[config.mk]
export PLATFORM = sky130hd
export DESIGN_NAME = mem_access_controller_flat
export DESIGN_NICKNAME = d
export VERILOG_FILES = /design/src/rtl/mem_access_controller_if.sv /design/src/rtl/mem_access_controller.sv /design/src/flat_wrapper.sv
export SDC_FILE = /design/constraint.sdc
export NUM_CORES = 1
export LEC_CHECK = 0
export ABC_AREA = 1
export CORE_UTILIZATION = 40
export CTS_BUF_LIST = sky130_fd_sc_hd__clkbuf_2 sky130_fd_sc_hd__clkbuf_4 sky130_fd_sc_hd__clkbuf_8
export DETAILED_ROUTE_END_ITERATION = 6
export PLACE_DENSITY = 0.78
export SLEW_MARGIN = 10
export SYNTH_ARGS = -nofsm -noshare
export SYNTH_HDL_FRONTEND = slang
export SYNTH_SLANG_ARGS = --single-unit
[constraint.sdc]
create_clock -name i_clk -period 4.3 [get_ports i_clk]
set_clock_uncertainty 0.1 [all_clocks]
set_input_delay 0.86 -clock i_clk [delete_from_list [all_inputs] [get_ports i_clk]]
set_output_delay 0.86 -clock i_clk [all_outputs]
set_load 0.01 [all_outputs]
[src/rtl/mem_access_controller_if.sv]
// Pipeline-request and data-memory bus bundle for mem_access_controller.
// Handshake: the pipeline holds i_req and every request field stable until it sees o_done;
// on the memory side o_mem_en holds the access steady until i_mem_ready completes it.
interface mem_access_controller_if #(
  parameter int ADDR_WIDTH = 10
);
  logic                  i_req;
  logic                  i_we;
  logic [2:0]            i_type;
  logic [31:0]           i_addr;
  logic [31:0]           i_wdata;
  logic                  o_stall;
  logic                  o_done;
  logic [31:0]           o_rdata;
  logic [1:0]            o_fault;
  logic                  o_mem_en;
  logic [3:0]            o_mem_we;
  logic [ADDR_WIDTH-1:0] o_mem_addr;
  logic [31:0]           o_mem_wdata;
  logic [31:0]           i_mem_rdata;
  logic                  i_mem_ready;

  modport slave (
    input  i_req, i_we, i_type, i_addr, i_wdata, i_mem_rdata, i_mem_ready,
    output o_stall, o_done, o_rdata, o_fault, o_mem_en, o_mem_we, o_mem_addr, o_mem_wdata
  );

  modport master (
    output i_req, i_we, i_type, i_addr, i_wdata, i_mem_rdata, i_mem_ready,
    input  o_stall, o_done, o_rdata, o_fault, o_mem_en, o_mem_we, o_mem_addr, o_mem_wdata
  );
endinterface

[src/rtl/mem_access_controller.sv]
// MEM-stage data-memory sequencer: validates a load/store, drives a word-addressed
// memory with byte lanes, waits for ready (bounded), and aligns/extends load data.
module mem_access_controller #(
  parameter int ADDR_WIDTH = 10,
  parameter int TIMEOUT    = 16
) (
  input  logic                 i_clk,
  input  logic                 i_reset,
  mem_access_controller_if.slave bus,
  output logic [1:0]           o_dbg_state
);

  typedef enum logic [1:0] {
    S_IDLE   = 2'd0,
    S_ACCESS = 2'd1,
    S_DONE   = 2'd2
  } state_t;

  localparam logic [1:0] F_OK      = 2'b00;
  localparam logic [1:0] F_MISALGN = 2'b01;
  localparam logic [1:0] F_TYPE    = 2'b10;
  localparam logic [1:0] F_TMO     = 2'b11;

  state_t                state, state_nxt;
  logic                  r_we;
  logic [2:0]            r_type;
  logic [1:0]            r_off;
  logic [ADDR_WIDTH-1:0] r_waddr;
  logic [31:0]           r_wdata;
  logic [1:0]            r_fault;
  logic [7:0]            cnt;
  logic [31:0]           rdata_q;

  logic [1:0]            req_fault;
  logic                  tmo_hit;
  logic [31:0]           rd_shift;
  logic [31:0]           rd_ext;
  logic                  unused_addr_bits;

  assign unused_addr_bits = ^bus.i_addr[31:ADDR_WIDTH+2];

  // Type check shares one rule for loads and stores: size code 10 is never legal.
  always_comb begin
    req_fault = F_OK;
    if (bus.i_type[1:0] == 2'b10)
      req_fault = F_TYPE;
    else if ((bus.i_type[1:0] == 2'b01 && bus.i_addr[0]) ||
             (bus.i_type[1:0] == 2'b11 && bus.i_addr[1:0] != 2'b00))
      req_fault = F_MISALGN;
  end

  assign tmo_hit = (cnt == 8'(TIMEOUT - 1));

  always_comb begin
    rd_shift = bus.i_mem_rdata >> {r_off, 3'b000};
    rd_ext   = rd_shift;
    case (r_type[1:0])
      2'b00:   rd_ext = r_type[2] ? {24'd0, rd_shift[7:0]}
                                  : {{24{rd_shift[7]}}, rd_shift[7:0]};
      2'b01:   rd_ext = r_type[2] ? {16'd0, rd_shift[15:0]}
                                  : {{16{rd_shift[15]}}, rd_shift[15:0]};
      default: rd_ext = rd_shift;
    endcase
  end

  always_ff @(posedge i_clk or posedge i_reset) begin
    if (i_reset) state <= S_IDLE;
    else         state <= state_nxt;
  end

  always_comb begin
    state_nxt = state;
    case (state)
      S_IDLE:   if (bus.i_req) state_nxt = (req_fault != F_OK) ? S_DONE : S_ACCESS;
      S_ACCESS: if (bus.i_mem_ready || tmo_hit) state_nxt = S_DONE;
      S_DONE:   state_nxt = S_IDLE;
      default:  state_nxt = S_IDLE;
    endcase
  end

  always_ff @(posedge i_clk or posedge i_reset) begin
    if (i_reset) begin
      r_we    <= 1'b0;
      r_type  <= 3'd0;
      r_off   <= 2'd0;
      r_waddr <= '0;
      r_wdata <= 32'd0;
      r_fault <= F_OK;
      cnt     <= 8'd0;
      rdata_q <= 32'd0;
    end else begin
      case (state)
        S_IDLE: begin
          if (bus.i_req) begin
            r_we    <= bus.i_we;
            r_type  <= bus.i_type;
            r_off   <= bus.i_addr[1:0];
            r_waddr <= bus.i_addr[ADDR_WIDTH+1:2];
            r_wdata <= bus.i_wdata;
            r_fault <= req_fault;
            cnt     <= 8'd0;
            if (req_fault != F_OK && !bus.i_we) rdata_q <= 32'd0;
          end
        end
        S_ACCESS: begin
          // Ready takes precedence over a timeout landing in the same cycle.
          if (bus.i_mem_ready) begin
            r_fault <= F_OK;
            if (!r_we) rdata_q <= rd_ext;
          end else if (tmo_hit) begin
            r_fault <= F_TMO;
            if (!r_we) rdata_q <= 32'd0;
          end else begin
            cnt <= cnt + 8'd1;
          end
        end
        default: ;
      endcase
    end
  end

  always_comb begin
    bus.o_mem_en    = 1'b0;
    bus.o_mem_we    = 4'b0000;
    bus.o_mem_addr  = '0;
    bus.o_mem_wdata = 32'd0;
    if (state == S_ACCESS) begin
      bus.o_mem_en   = 1'b1;
      bus.o_mem_addr = r_waddr;
      if (r_we) begin
        case (r_type[1:0])
          2'b00: begin
            bus.o_mem_we    = 4'b0001 << r_off;
            bus.o_mem_wdata = {4{r_wdata[7:0]}};
          end
          2'b01: begin
            bus.o_mem_we    = 4'b0011 << r_off;
            bus.o_mem_wdata = {2{r_wdata[15:0]}};
          end
          default: begin
            bus.o_mem_we    = 4'b1111;
            bus.o_mem_wdata = r_wdata;
          end
        endcase
      end
    end
  end

  assign bus.o_done   = (state == S_DONE);
  assign bus.o_fault  = bus.o_done ? r_fault : F_OK;
  assign bus.o_stall  = bus.i_req & ~bus.o_done;
  assign bus.o_rdata  = rdata_q;
  assign o_dbg_state  = state;

endmodule

[src/flat_wrapper.sv]
// flat-port wrapper written by rule: the top's interface ports become plain ports
module mem_access_controller_flat 
#(
  parameter int ADDR_WIDTH = 10,
  parameter int TIMEOUT    = 16
)
  (i_clk, i_reset, o_dbg_state, bus_i_req, bus_i_we, bus_i_type, bus_i_addr, bus_i_wdata, bus_i_mem_rdata, bus_i_mem_ready, bus_o_stall, bus_o_done, bus_o_rdata, bus_o_fault, bus_o_mem_en, bus_o_mem_we, bus_o_mem_addr, bus_o_mem_wdata);
  mem_access_controller_if #(.ADDR_WIDTH(ADDR_WIDTH)) bus_i ();
  input  logic i_clk;
  input  logic i_reset;
  output logic [1:0] o_dbg_state;
  input wire logic [$bits(bus_i.i_req)-1:0] bus_i_req;
  input wire logic [$bits(bus_i.i_we)-1:0] bus_i_we;
  input wire logic [$bits(bus_i.i_type)-1:0] bus_i_type;
  input wire logic [$bits(bus_i.i_addr)-1:0] bus_i_addr;
  input wire logic [$bits(bus_i.i_wdata)-1:0] bus_i_wdata;
  input wire logic [$bits(bus_i.i_mem_rdata)-1:0] bus_i_mem_rdata;
  input wire logic [$bits(bus_i.i_mem_ready)-1:0] bus_i_mem_ready;
  output wire logic [$bits(bus_i.o_stall)-1:0] bus_o_stall;
  output wire logic [$bits(bus_i.o_done)-1:0] bus_o_done;
  output wire logic [$bits(bus_i.o_rdata)-1:0] bus_o_rdata;
  output wire logic [$bits(bus_i.o_fault)-1:0] bus_o_fault;
  output wire logic [$bits(bus_i.o_mem_en)-1:0] bus_o_mem_en;
  output wire logic [$bits(bus_i.o_mem_we)-1:0] bus_o_mem_we;
  output wire logic [$bits(bus_i.o_mem_addr)-1:0] bus_o_mem_addr;
  output wire logic [$bits(bus_i.o_mem_wdata)-1:0] bus_o_mem_wdata;
  assign bus_i.i_req = bus_i_req;
  assign bus_i.i_we = bus_i_we;
  assign bus_i.i_type = bus_i_type;
  assign bus_i.i_addr = bus_i_addr;
  assign bus_i.i_wdata = bus_i_wdata;
  assign bus_i.i_mem_rdata = bus_i_mem_rdata;
  assign bus_i.i_mem_ready = bus_i_mem_ready;
  assign bus_o_stall = bus_i.o_stall;
  assign bus_o_done = bus_i.o_done;
  assign bus_o_rdata = bus_i.o_rdata;
  assign bus_o_fault = bus_i.o_fault;
  assign bus_o_mem_en = bus_i.o_mem_en;
  assign bus_o_mem_we = bus_i.o_mem_we;
  assign bus_o_mem_addr = bus_i.o_mem_addr;
  assign bus_o_mem_wdata = bus_i.o_mem_wdata;
  mem_access_controller #(.ADDR_WIDTH(ADDR_WIDTH), .TIMEOUT(TIMEOUT)) u_core (.i_clk(i_clk), .i_reset(i_reset), .bus(bus_i), .o_dbg_state(o_dbg_state));
endmodule
## Yosys cells after proc, flatten, opt, wreduce, memory -nomap -nowiden

Index checks and enable logic that the tools add are counted.

- Add/subtract/negate cells: 1
- Equality and inequality tests: 14
- Shift operators: 3
- Muxes and demuxes: 33
- Bitwise gates (word level): 2
- Reduce and logical (&&, ||, !) cells: 16

Operators by type and width:

| cell | count |
|---|---|
| $mux W32 | 10 |
| $pmux W32 S2 | 3 |
| $shr A32 B5 Y32 | 1 |
| $mux W8 | 3 |
| $mux W2 | 8 |
| $pmux W8 S2 | 1 |
| $mux W10 | 1 |
| $add A8 B1 Y8 const B | 1 |
| $eq A8 B4 Y1 const B | 1 |
| $mux W4 | 2 |
| $ne A2 B2 Y1 const B | 4 |
| $pmux W2 S2 | 2 |
| $pmux W4 S2 | 1 |
| $eq A2 B1 Y1 const B | 3 |
| $eq A2 B2 Y1 const B | 3 |
| $reduce_bool A2 Y1 | 3 |
| $reduce_and A5 Y1 | 1 |
| $logic_not A2 Y1 | 2 |
| $ne A2 B1 Y1 const B | 2 |
| $reduce_and A2 Y1 | 2 |
| $reduce_and A4 Y1 | 1 |
| $shl A1 B2 Y4 const A | 1 |
| $shl A2 B2 Y4 const A | 1 |
| $logic_and A1 B1 Y1 | 3 |
| other kinds (7) | 9 |

- Flip-flop bits (word level): 92
- Input port bits: 104
- Output and inout port bits: 85
- Logic and storage cells: 78

## Longest topological paths before layout

Gate-level depths: netlist (run 1).

- Depth in word-level cells: 10
- Depth in mapped cells: 11

## Least setup slack after synthesis (run 1)

Ideal clock, no wire load.

- Path type: register to output
- Start point: reg u_core.r_type[1]
- End point: out bus_o_mem_wdata[15]
- Data arrival time: 1.295 ns
- Required time: 3.340 ns
- Path slack: 2.045 ns
- Cell stages (with the launch flop): 7
- Buffers on the path: 3
- Path through: dfrtp_1 buf_2 inv_2 buf_6 clkbuf_1 nor2_1 nor3_1

- Cells in the longest elaborated chain, start to end: 4

Ends and longest elaborated chain:

| what | line | text |
|---|---|---|
| start: declaration | mem_access_controller.sv:26 | `logic [2:0] r_type;` |
| start signal: assignment | mem_access_controller.sv:96 | `r_type <= bus.i_type;` |
| $eq A2 B1 Y1 / $logic_not A2 Y1 (equally long branches) | mem_access_controller.sv:131 | `case (r_type[1:0])` |
| $pmux W32 S2 * | mem_access_controller.sv:131 |  |
| $mux W32 * | mem_access_controller.sv:130 | `if (r_we) begin` |
| $mux W32 * | mem_access_controller.sv:127 | `if (state == S_ACCESS) begin` |
| end: declaration | flat_wrapper.sv:26 | `output wire logic [$bits(bus_i.o_mem_wdata)-1:0] bus_o_mem_wdata;` |

Every way passes the cells marked *; elsewhere a longest branch is shown, timed or not.

## Worst setup path after layout (run 1)

- Start point: reg u_core.r_type[1]
- End point: out bus_o_mem_wdata[12]

The elaborated chain is that of the path after synthesis.

==> results.md, run 1 <==
- Post-Route Utilization: 0.565
- Post-CTS setup buffer count: 0
- Filler instances: 1,210
- Overflow left after global routing: 0
- EDFF count, synth: 0
- Deepest level of the CTS H-tree: 3
- Mean number of vias per cell: 5.03
- Highest fanout seen on the critical path: 38
- Post-synthesis sequential element count: 92
- Clk sink count: 92
- Share of the synthesized area in the top cell type: 0.447
- # rows: 41
- Vertical extent of the die: 115 um
- Residual DRC count: 0
- Die X: 115 um
- First-pass GRT wire length: 24,600 um
- Cell leakage power: 0.00332 uW
- Final cell count without fillers: 1,053
- Prevailing post-synth register cell: sky130_fd_sc_hd__dfrtp_1
- CP required: 3340 ps
- Type of origin of the critical path: register
- Pin slew with the least headroom to its limit: 842 ps
- Placer's final routability congestion estimate: 0.884
- CTS tree: yes
- First drt pass iteration count: 5
- Relative slew slack: 0.438
- Number of antenna violations at the first check in global routing: 0
- Final Max Tran Viols: 0
- Diode insertion count for antenna repair: 0
- Gate Count Post-Synth: 734
- Number of top-level pins: 189
- Total instance count after detailed placement: 1,037
- Crit path top cell by count: sky130_fd_sc_hd__nor2_1
- Synthesis-to-finish area growth: 37.9%
- First DRT Iteration DRCs: 495
- Cell types with the largest area share after synthesis: sky130_fd_sc_hd__dfrtp_1 45%, sky130_fd_sc_hd__nand2_1 20%, sky130_fd_sc_hd__o21ai_0 6.4%, sky130_fd_sc_hd__a21oi_1 5.1%, sky130_fd_sc_hd__nor2_1 4.2%
- Number of hold-repair buffers added at the cts stage: 0
- ANT nets after route: 0
- Critical path class: reg2out
- Floorplan core area: 12,600 um^2
- Endpoint type of the worst setup path: output pin
- Wire length after detailed routing: 15,300 um
- Class of the most critical hold timing path: reg2reg
- Die area: 13,300 um^2
- Most repeated cell in the gate-level netlist after synthesis: sky130_fd_sc_hd__nand2_1
- Clock network latency to the later pin of the worst-skew pair: 360 ps
- Worst setup timing slack at the placement stage: 1030 ps
- Final count of negative-setup-slack endpoints: 0
- Starting utilization of the core area: 0.410
- Endpoint arrival time on the critical path: 2740 ps
- Most used standard cells in the synthesized netlist: 279 x sky130_fd_sc_hd__nand2_1, 92 x sky130_fd_sc_hd__dfrtp_1, 66 x sky130_fd_sc_hd__o21ai_0
- Library cell with the largest summed area after synthesis: sky130_fd_sc_hd__dfrtp_1
- Number of gates given a new drive strength after cts: 0
- Largest stage delay, worst path: 560 ps
- Clk slew on worst S/H paths: 90 ps
- Critical path cell sequence: buf_4 -> inv_2 -> nand2_4 -> nor2_1 -> a31oi_1 -> o21ai_0 -> nor2_1 -> clkdlybuf4s50_1
- Net count after synthesis: 839
- Number of vias after detailed routing: 5,294
- Uppermost metal layer occupied by signal nets: met4
- Count of endpoints failing hold in the final timing report: 0
- Total standard cell area after synthesis: 5150 um^2
- Total length of routed met2 wires: 6960 um
- Average detailed-routed wire length per instance: 14.6 um
- Root buf cell: sky130_fd_sc_hd__clkbuf_8
- IR drop worst, VDD: 279 uV
- Number of global-route vias before repair: 5,047
- Total clock buffers created by CTS: 9
- Status: finished, final reports clean
- Final HPWL from detailed placement: 10,700 um
- Cell variety after synth: 34
- Net count, final: 981
- Asr flop ratio synth: 1.00
- Post-synthesis average cell area: 7.02 um^2
- Largest net degree at the start of global routing: 65
- Total power per unit cell area: 613 nW/um^2
- Global routing usage summed across all routing layers: 0.239
- WL met1: 6430 um
- Number of buffers and inverters on the critical path: 3
- Fmax: 270 MHz
- Quantity of I/O buffers inserted on ports: 168
- Total number of yosys warnings: 0
- Met3 wire length: 1720 um
- Max capacitance violation total: 0
- Setup TNS: 0 ps
- Final period demand of the worst path: 3700 ps
- Maximum buffer depth of the clock tree: 2
- Kind of cell adding the most delay to the critical path: buffers and inverters
- Portion of the post-synthesis area used by sequential elements: 0.447
- RSZ-0062 raised after global routing: no
- Fraction of final layout cells with drive strength greater than 1: 0.0579
- Worst setup slack after layout: 602 ps
- Fin crit share: 0.860
- Library cell contributing the largest single delay on the critical path: sky130_fd_sc_hd__clkdlybuf4s50_1
layout by cell type, fill, tap and decap left out, drive strengths merged, types with 2 or more instances in the layout:
cell type        n
bufinv           2
inv             62
clkinv           2
dfrtp           92
buf              5
nand2          286
nand4            3
o21ai           79
clkdlybuf4s50  168
nand3           36
nor3             4
clkbuf          12
a31oi            7
nor2            63
a21oi           52
tightest hold or removal path, delay by kind of cell (launching register included):
family           cells  cell delay (ps)
flip-flops           1              340
AND/OR/NAND/NOR      2              110
state kept, by name, indices dropped and copies added (netlist names):
signal and cells:
u_core.r_type 3, u_core.cnt 8, u_core.r_waddr 10, u_core.r_fault 2
u_core.r_wdata 32, u_core.o_dbg_state 2, u_core.bus.o_rdata 32, u_core.r_we 1
u_core.r_off 2
metal layers:
metal,up-vias,global-route usage
met5,-,0
met4,0,0.0701
met3,19,0.0795
met2,250,0.386
met1,2423,0.304
li1,2602,-
power breakdown:
part | switching [uW] | internal (uW)
registers | 241 | 1210
clock network | 309 | 356
logic | 1390 | 854
cells by family after synthesis:
family / after synthesis / synth area share
adders and majority gates: 1 / 0.00243
and+or+nand+nor: 394 / 0.318
DFF: 92 / 0.447
xor gates and xnor gates: 1 / 0.00170
AOI/OAI and AO/OA: 141 / 0.144
buffers and inverters: 105 / 0.0867
path summary, 6_finish.rpt:
| path | slack, ps | to | cells past startpoint | start |
|---|---|---|---|---|
| worst max-delay path | 600 | bus_o_mem_wdata[12] | 8 | u_core.r_type[1] |
| worst min-delay path | 380 | u_core.r_wdata[24] | 2 | u_core.r_wdata[24] |
| worst max register to register | 1770 | u_core.bus.o_rdata[30] | 8 | u_core.r_off[1] |
| worst min register to register | 380 | u_core.r_wdata[24] | 2 | u_core.r_wdata[24] |
| max in group asynchronous | 2450 | u_core.r_wdata[5] | 3 | i_reset |
| min in group asynchronous | 880 | u_core.bus.o_rdata[3] | 2 | i_reset |
per-stage QoR:
stage	hold slack [ps]	total power [uW]	area (um^2)
floorplan	344	2900	5150
global placement	357	3660	6880
detailed placement	361	3700	6880
CTS	383	4380	7100
global route	403	4720	7100
finish	384	4360	7100
cell type report:
type | count | area, um^2 | area share
Multi-Input combinational cell | 537 | 2400 | 0.338
Clock buffer | 12 | 153 | 0.0215
Tap cell | 172 | 215 | 0.0303
Timing Repair Buffer | 173 | 1720 | 0.242
Sequential cell | 92 | 2300 | 0.324
Clock inverter | 4 | 72.6 | 0.0102
Inverter | 63 | 241 | 0.0340
Power figures use the tool's default switching activity.
==> inputs of run 2 (changes only) <==
- CELL_PAD_IN_SITES_DETAIL_PLACEMENT: default -> 0
- CELL_PAD_IN_SITES_GLOBAL_PLACEMENT: default -> 1
- CORE_UTILIZATION: 40 -> 32
- PLACE_DENSITY: 0.78 -> 0.88
- SKIP_LAST_GASP: default -> 1
- TNS_END_PERCENT: default -> 30
==> results.md, run 2 (synthesis results as in run 1) <==
- Floorplan core area: 15,800 um^2 (+25%)
- Number of global-route vias before repair: 5,110 (+1.2%)
- Kind of cell adding the most delay to the critical path: buffers and inverters
- First drt pass iteration count: 5 (unchanged)
- Total Power Consumption: 4310 uW (-0.97%)
- Final count of negative-setup-slack endpoints: 0 (unchanged)
- Final period demand of the worst path: 3580 ps (-120 ps)
- Residual DRC count: 0 (unchanged)
- Fmax: 280 MHz (+3.4%)
- Setup TNS: 0 ps (unchanged)
- Synthesis-to-finish area growth: 38.6%
- Number of antenna violations at the first check in global routing: 1 (+1)
- Die X: 129 um (+12%)
- Final HPWL from detailed placement: 11,200 um (+4.6%)
- Cell leakage power: 0.00331 uW (-0.32%)
- Endpoint arrival time on the critical path: 2620 ps (-120 ps)
- Global routing usage summed across all routing layers: 0.203 (-0.0355)
- Mean number of vias per cell: 4.76 (-5.3%)
- Number of vias after detailed routing: 5,221 (-1.4%)
- Number of top-level pins: 189 (unchanged)
- Max capacitance violation total: 0 (unchanged)
- Root buf cell: sky130_fd_sc_hd__clkbuf_8
- CP required: 3340 ps (about the same)
- Worst setup timing slack at the placement stage: 1160 ps (+133 ps)
- Status: finished, final reports clean
- Endpoint type of the worst setup path: output pin
- Critical path class: reg2out
- Fin crit share: 0.832 (-0.0280)
- Number of gates given a new drive strength after cts: 0 (unchanged)
- Vertical extent of the die: 129 um (+12%)
- Class of the most critical hold timing path: reg2reg
- Total power per unit cell area: 605 nW/um^2 (-1.4%)
- Number of buffers and inverters on the critical path: 3 (unchanged)
- Largest stage delay, worst path: 780 ps (+220 ps)
- Critical Path Source: u_core.r_off[1]
- Post-CTS setup buffer count: 0 (unchanged)
- Deepest level of the CTS H-tree: 3 (unchanged)
- Type of origin of the critical path: register
- Starting utilization of the core area: 0.327 (-0.0832)
- Count of endpoints failing hold in the final timing report: 0 (unchanged)
- Launch point of the worst reg-to-reg path: u_core.r_off[1]
- Net count, final: 982 (+0.10%)
- Most common library cell in the layout ignoring fill and taps: sky130_fd_sc_hd__nand2_1
- ANT nets after route: 0 (unchanged)
- Quantity of I/O buffers inserted on ports: 168 (unchanged)
- First-pass GRT wire length: 25,900 um (+5.5%)
- Fraction of final layout cells with drive strength greater than 1: 0.0590 (+0.00114)
- Critical path depth in cells: 5 (-3)
- Final cell count without fillers: 1,097 (+4.2%)
- Post-Route Utilization: 0.453 (-0.113)
- Number of hold-repair buffers added at the cts stage: 0 (unchanged)
- Die area: 16,600 um^2 (+25%)
- Worst setup slack after layout: 722 ps (+120 ps)
- Relative slew slack: 0.342 (-0.0960)
- IR drop worst, VDD: 228 uV (-19%)
- Library cell contributing the largest single delay on the critical path: sky130_fd_sc_hd__dfrtp_1
- Maximum buffer depth of the clock tree: 2 (unchanged)
- First DRT Iteration DRCs: 334 (-33%)
- Clock network latency to the later pin of the worst-skew pair: 370 ps (about the same)
- # rows: 46 (+12%)
- Clk sink count: 92 (unchanged)
- End of the worst register-to-register path: u_core.bus.o_rdata[29]
- Diode insertion count for antenna repair: 0 (unchanged)
- Final Max Tran Viols: 0 (unchanged)
- Top library cells by usage in the layout, fill and taps aside: 279 x sky130_fd_sc_hd__nand2_1, 168 x sky130_fd_sc_hd__clkdlybuf4s50_1, 92 x sky130_fd_sc_hd__dfrtp_1
- Overflow left after global routing: 0 (unchanged)
- Highest fanout seen on the critical path: 37 (-2.6%)
- Number of cell instances on the worst register-to-register path: 8 (unchanged)
- RSZ-0062 raised after global routing: no
- Critical path destination: bus_o_mem_we[2]
- Pin slew with the least headroom to its limit: 987 ps (+145 ps)
- Wire length after detailed routing: 16,400 um (+6.5%)
- Critical path cell sequence: inv_2 -> o21ai_0 -> o21bai_1 -> inv_1 -> clkdlybuf4s50_1
- Register-to-register path setup slack: 1730 ps (-40 ps)
- Clk slew on worst S/H paths: 90 ps (about the same)
- Largest net degree at the start of global routing: 67 (+3.1%)
- Total instance count after detailed placement: 1,082 (+4.3%)
- Total clock buffers created by CTS: 9 (unchanged)
- CTS tree: yes
- Placer's final routability congestion estimate: 0.864 (-2.3%)
- Average detailed-routed wire length per instance: 14.9 um (+2.3%)
-- run 2: area by class of cell --
type	instances	area [um^2]
Fill cell	1664	8630
Multi-Input combinational cell	537	2400
Sequential cell	92	2300
Timing Repair Buffer	174	1730
Tap cell	216	270
Inverter	63	241
Clock buffer	11	145
Clock inverter	4	50.0
-- run 2: layer usage --
layer	vias up	wire, um	global-route usage
li1	2603	-	-
met3	24	1540	0.0607
met4	2	312	0.0706
met2	206	7190	0.325
met5	-	13	0
met1	2386	7290	0.261
-- run 2: how the worst min path moves through the flow --
| stage | slack (ps) | cells after the start | endpoint | start |
|---|---|---|---|---|
| floorplan | 340 | 2 | u_core.r_wdata[24] | u_core.r_wdata[24] |
| global placement | 360 | 2 | u_core.r_wdata[27] | u_core.r_wdata[27] |
| detailed placement | 360 | 2 | u_core.r_wdata[29] | u_core.r_wdata[29] |
| CTS | 390 | 2 | u_core.r_wdata[19] | u_core.r_wdata[19] |
| global route | 410 | 2 | u_core.bus.o_rdata[0] | u_core.bus.o_rdata[0] |
| finish | 390 | 2 | u_core.r_wdata[29] | u_core.r_wdata[29] |
-- run 2: worst min-delay path, delay by kind of cell (launching register included) --
family	cells	cell delay, ps
AND/OR/NAND/NOR	2	100
flip-flops	1	350
-- run 2: where the power goes --
group          internal [uW]  leakage (uW)  total, uW  switching (uW)
logic                    862       0.00203       2260            1400
registers               1210       0.00119       1440             237
clock network            288     0.0000948        609             322
-- run 2: metrics by stage --
step                      cell area, um^2  hold WS [ps]
after global routing                 7140           408
after floorplan                      5150           344
final                                7140           386
after detailed placement             6940           364
after CTS                            7140           389
after global placement               6940           359
==> inputs of run 3 (changes only) <==
- CORE_UTILIZATION: 32 -> 29
- PLACE_DENSITY: 0.88 -> 0.84
- clock period: 4.3 -> 3.1 ns (I/O delays scaled with it)
==> results.md, run 3 (synthesis results as in run 1) <==
- Status: finished, final reports clean
- Die area: 18,300 um^2 (+10%)
- Average detailed-routed wire length per instance: 14.8 um (-0.57%)
- Clk sink count: 92 (unchanged)
- Mean number of vias per cell: 4.68 (-1.7%)
- Final HPWL from detailed placement: 11,700 um (+4.4%)
- Relative slew slack: 0.499 (+0.157)
- Maximum buffer depth of the clock tree: 2 (unchanged)
- Register-to-register path setup slack: 690 ps (-1040 ps)
- Critical path class: reg2out
- Vertical extent of the die: 135 um (+5.0%)
- Net count, final: 989 (+0.71%)
- Final Max Tran Viols: 0 (unchanged)
- Number of antenna violations at the first check in global routing: 0 (-1)
- First drt pass iteration count: 5 (unchanged)
- Largest net degree at the start of global routing: 46 (-31%)
- Switch share: 0.451 (-0.00302)
- Number of hold-repair buffers added at the cts stage: 0 (unchanged)
- Critical Path Source: u_core.o_dbg_state[1]
- # rows: 48 (+4.3%)
- Global routing usage summed across all routing layers: 0.187 (-0.0166)
- Clk slew on worst S/H paths: 90 ps (about the same)
- Critical path cell sequence: inv_2 -> nand2_4 -> inv_4 -> nand2_8 -> nor3_2 -> clkdlybuf4s50_1
- Pin slew with the least headroom to its limit: 751 ps (-236 ps)
- Worst Hold Margin: 382 ps (-4.14 ps)
- Multi-input combinational cell area: 2410 um^2 (+0.42%)
- Cell depth of the worst hold path: 2 (unchanged)
- Number of top-level pins: 189 (unchanged)
- Part of the power in the clock network: 0.139 (-0.002)
- Floorplan core area: 17,300 um^2 (+9.7%)
- Total clock buffers created by CTS: 9 (unchanged)
- Total power per unit cell area: 836 nW/um^2 (+38%)
- Type of origin of the critical path: register
- Starting utilization of the core area: 0.298 (-0.0288)
- Total cell area at the placement stage: 7040 um^2 (+1.5%)
- Final count of negative-setup-slack endpoints: 0 (unchanged)
- CP required: 2380 ps (-960 ps)
- Worst Min Path Start: u_core.r_wdata[24]
- Final period demand of the worst path: 3040 ps
- Number of global-route vias before repair: 5,131 (+0.41%)
- First-pass GRT wire length: 26,500 um (+2.3%)
- Max capacitance violation total: 0 (unchanged)
- Endpoint type of the worst setup path: output pin
- ANT nets after route: 0 (unchanged)
- Filler instances: 1,865 (+12%)
- Final design instance area without fill: 7250 um^2 (+1.6%)
- RSZ-0062 raised after global routing: yes
- Root buf cell: sky130_fd_sc_hd__clkbuf_8
- Die X: 135 um (+5.0%)
- Setup TNS: 0 ps (unchanged)
- Endpoint arrival time on the critical path: 2320 ps (-300 ps)
- Proportion of power drawn by combinational gates: 0.535 (+0.011)
- Count of endpoints failing hold in the final timing report: 0 (unchanged)
- Most common library cell in the layout ignoring fill and taps: sky130_fd_sc_hd__nand2_1
- Residual DRC count: 0 (unchanged)
- Cell leakage power: 0.00337 uW (+1.8%)
- IR drop worst, VDD: 339 uV (+49%)
- Highest fanout seen on the critical path: 36 (-2.7%)
- Launch point of the worst reg-to-reg path: u_core.o_dbg_state[1]
- Kind of cell adding the most delay to the critical path: buffers and inverters
- Post-Route Utilization: 0.419 (-0.0332)
- Deepest level of the CTS H-tree: 3 (unchanged)
- Overflow left after global routing: 0 (unchanged)
- Synthesis-to-finish area growth: 40.8%
- Number of buffers and inverters on the critical path: 3 (unchanged)
- Placer's final routability congestion estimate: 0.829 (-4.0%)
- Top library cells by usage in the layout, fill and taps aside: 279 x sky130_fd_sc_hd__nand2_1, 167 x sky130_fd_sc_hd__clkdlybuf4s50_1, 92 x sky130_fd_sc_hd__dfrtp_1
- Internal power: 3330 uW (+41%)
- Clock network latency to the later pin of the worst-skew pair: 370 ps (about the same)
- Fmax: 329 MHz
- Number of cell instances on the worst register-to-register path: 9 (+1)
- CTS tree: yes
- Critical path depth in cells: 6 (+1)
- Wire length after detailed routing: 16,500 um (+0.97%)
- Fin crit share: 0.979
- Largest stage delay, worst path: 580 ps (-200 ps)
- Diode insertion count for antenna repair: 0 (unchanged)
- Quantity of I/O buffers inserted on ports: 168 (unchanged)
- NetSw: 2730 uW (+40%)
- Number of vias after detailed routing: 5,213 (-0.15%)
- Flip-flop and latch area: 2300 um^2 (unchanged)
- Class of the most critical hold timing path: reg2reg
- Library cell contributing the largest single delay on the critical path: sky130_fd_sc_hd__clkdlybuf4s50_1
- Fraction of final layout cells with drive strength greater than 1: 0.0686 (+0.00959)
- Share of power burned in registers: 0.326 (-0.009)
- First DRT Iteration DRCs: 299 (-10%)
## run 3: changes by cell type in the layout (fill, tap and decap cells not counted), moves of 2 or more
cell	delta
sky130_fd_sc_hd__buf_12	+3
sky130_fd_sc_hd__buf_4	+4
sky130_fd_sc_hd__nor3_2	+2
sky130_fd_sc_hd__nor3_1	-2
sky130_fd_sc_hd__clkbuf_4	+2
## run 3: through the flow
stage	worst slack (ps)	instances	total power, uW
6_report	63.6	1114	6060
5_1_grt	-47.3	1114	6620
4_1_cts	-25.3	1114	6140
3_5_place_dp	365	1098	5270
3_3_place_gp	374	1098	5230
2_1_floorplan	1080	734	4030
## run 3: worst paths after layout
path,end
max,bus_o_mem_wdata[15]
min,u_core.r_wdata[24]
max reg2reg,u_core.bus.o_rdata[19]
min reg2reg,u_core.r_wdata[24]
max in group asynchronous,u_core.r_wdata[2]
min in group asynchronous,u_core.bus.o_rdata[0]
## run 3: area by class of cell
| cell class | count | share of cell area |
|---|---|---|
| Multi-Input combinational cell | 537 | 0.332 |
| Sequential cell | 92 | 0.317 |
| Timing Repair Buffer | 181 | 0.251 |
| Tap cell | 225 | 0.0388 |
| Inverter | 63 | 0.0335 |
| Clock buffer | 12 | 0.0202 |
| Clock inverter | 4 | 0.00690 |
## run 3: repair_timing
item                       4_1_cts  5_1_grt
buffers inserted                 0        0
gates resized for setup          1        2
setup endpoints to repair        2        6
pin swaps                        0        1
## run 3: power groups by stage
stage	clock (uW)	sequential [uW]	combinational, uW
after floorplan	0	1990	2040
after global placement	0	1990	3250
after detailed placement	0	2000	3270
after CTS	869	1990	3290
after global routing	917	2040	3660
final	840	1980	3250
## run 3: worst min-delay path, stage by stage (launching register included)
cell and delay, ps:
sky130_fd_sc_hd__dfrtp_1 350, sky130_fd_sc_hd__nand2_1 50, sky130_fd_sc_hd__nand2_1 50
## run 3: per-layer routing
metal  share of wire  wire length, um  vias to the layer above  track usage
met2            0.44             7200                      193        0.294
met3           0.096             1580                       18       0.0610
met1            0.45             7460                     2381        0.242
met4           0.016              270                        0       0.0549
met5               0                0                        -            0
li1                -                -                     2621            -
==> variant (config.mk and constraints of run 3) <==
`TIMEOUT` is set to 16 in 2 places; all go to 8.
--- a/src/rtl/mem_access_controller.sv
+++ b/src/rtl/mem_access_controller.sv
@@ -2,7 +2,7 @@
 // memory with byte lanes, waits for ready (bounded), and aligns/extends load data.
 module mem_access_controller #(
   parameter int ADDR_WIDTH = 10,
-  parameter int TIMEOUT    = 16
+  parameter int TIMEOUT    = 8
 ) (
   input  logic                 i_clk,
   input  logic                 i_reset,
--- a/src/flat_wrapper.sv
+++ b/src/flat_wrapper.sv
@@ -2,7 +2,7 @@
 module mem_access_controller_flat 
 #(
   parameter int ADDR_WIDTH = 10,
-  parameter int TIMEOUT    = 16
+  parameter int TIMEOUT    = 8
 )
   (i_clk, i_reset, o_dbg_state, bus_i_req, bus_i_we, bus_i_type, bus_i_addr, bus_i_wdata, bus_i_mem_rdata, bus_i_mem_ready, bus_o_stall, bus_o_done, bus_o_rdata, bus_o_fault, bus_o_mem_en, bus_o_mem_we, bus_o_mem_addr, bus_o_mem_wdata);
   mem_access_controller_if #(.ADDR_WIDTH(ADDR_WIDTH)) bus_i ();
Check against the original RTL: no difference found for any inputs over 4 cycles, from zero or initial values and one cycle with i_reset high; that may be too few to reach the edited logic, so the function may still have changed.
==> variant against run 3 <==
Wire length decreased by 0.93%; critical path depth decreased by 1; power increased by 1.2%; worst hold slack improved by 0.0021 ns; via count decreased by 0.77%; sequential cell count unchanged; global-route usage about the same; design area decreased by 0.10%; sequential share of layout area about the same; worst setup slack improved by 0.015 ns; first-iteration DRC count decreased by 12%; synthesized area about the same; register-to-register slack improved by 0.24 ns; critical path type unchanged.
==> variant: results (changes against run 3) <==
[worst_setup_path]
startpoint = u_core.r_type[0]
slowest_delay_ns = 0.55  ; -0.03 ns
rrSetupSlack_ns = 0.93  ; +0.24 ns
crit_end = bus_o_mem_wdata[13]

[final_layout]
final_util = 0.419  ; -0.000434
clock_area_frac = 0.0285  ; +0.00141
multi_input_gates = 539  ; +0.37%
buffer_area_frac = 0.249  ; -0.00181
drive_above_1_share = 0.0664  ; -0.00217

[logic_synthesis]
ys_top_cells_by_count = 285 x nand2_1, 92 x dfrtp_1, 62 x nor2_1, 62 x o21ai_0, 54 x a21oi_1
synth_compound_area_frac = 0.140  ; -0.00472
synthAdderAreaFrac = 0.00243  ; about the same
synth_nets = 838  ; -0.12%
seq_area_frac_synth = 0.447  ; about the same
ys_types = 31  ; -8.8%

[global_routing]
track_usage = 0.187  ; about the same
grt_max_degree = 65  ; +41%

[power]
power_frac_seq = 0.324  ; -0.002
p_total_mw = 6.14  ; +1.2%
leakage_nw = 3.36  ; -0.16%

[drt]
viasPerCell = 4.65  ; -0.68%
drt-initial-drc-count = 262  ; -12%
first_pass_iters = 4  ; -1

[outcome]
run_status = completed

[sta]
maxSlewHeadroom = 0.668  ; +0.169
hold_ws_ns = 0.384  ; +0.00213 ns

[placed_design]
dpl_cell_area_sq_um = 7010  ; -0.43%
dp.cells = 1097  ; -0.091%

[hold_path]
hold_end = u_core.bus.o_rdata[6]

[variant: changes by cell type in the layout (fill, tap and decap cells not counted), sizes merged, moves of 2 or more]
cell / before / now
nor2: 63 / 66
o21ai: 79 / 75
nand2: 286 / 289
clkbuf: 12 / 10
a21oi: 52 / 54
[variant: layer usage]
metal	part of all wire	global-route usage	routed length (microns)	vias up
li1	-	-	-	2610
met1	0.44	0.248	7250	2380
met2	0.45	0.288	7360	170
met3	0.090	0.0557	1460	13
met4	0.017	0.0637	277	0
met5	0	0	0	-
[variant: worst max-delay path, delay by kind of cell, from the launching register on]
kind,cells,cell delay (ns)
buffers and inverters,2,0.81
AND/OR/NAND/NOR,1,0.14
flip-flops,1,0.46
AO/OA/AOI/OAI,2,0.52
[variant: cells by family after synthesis]
| logic type | Yosys count |
|---|---|
| xor+xnor | 2 |
| simple gates | 398 |
| compound gates | 138 |
| fa+ha+maj | 1 |
| buf+inv | 102 |
| flops | 92 |
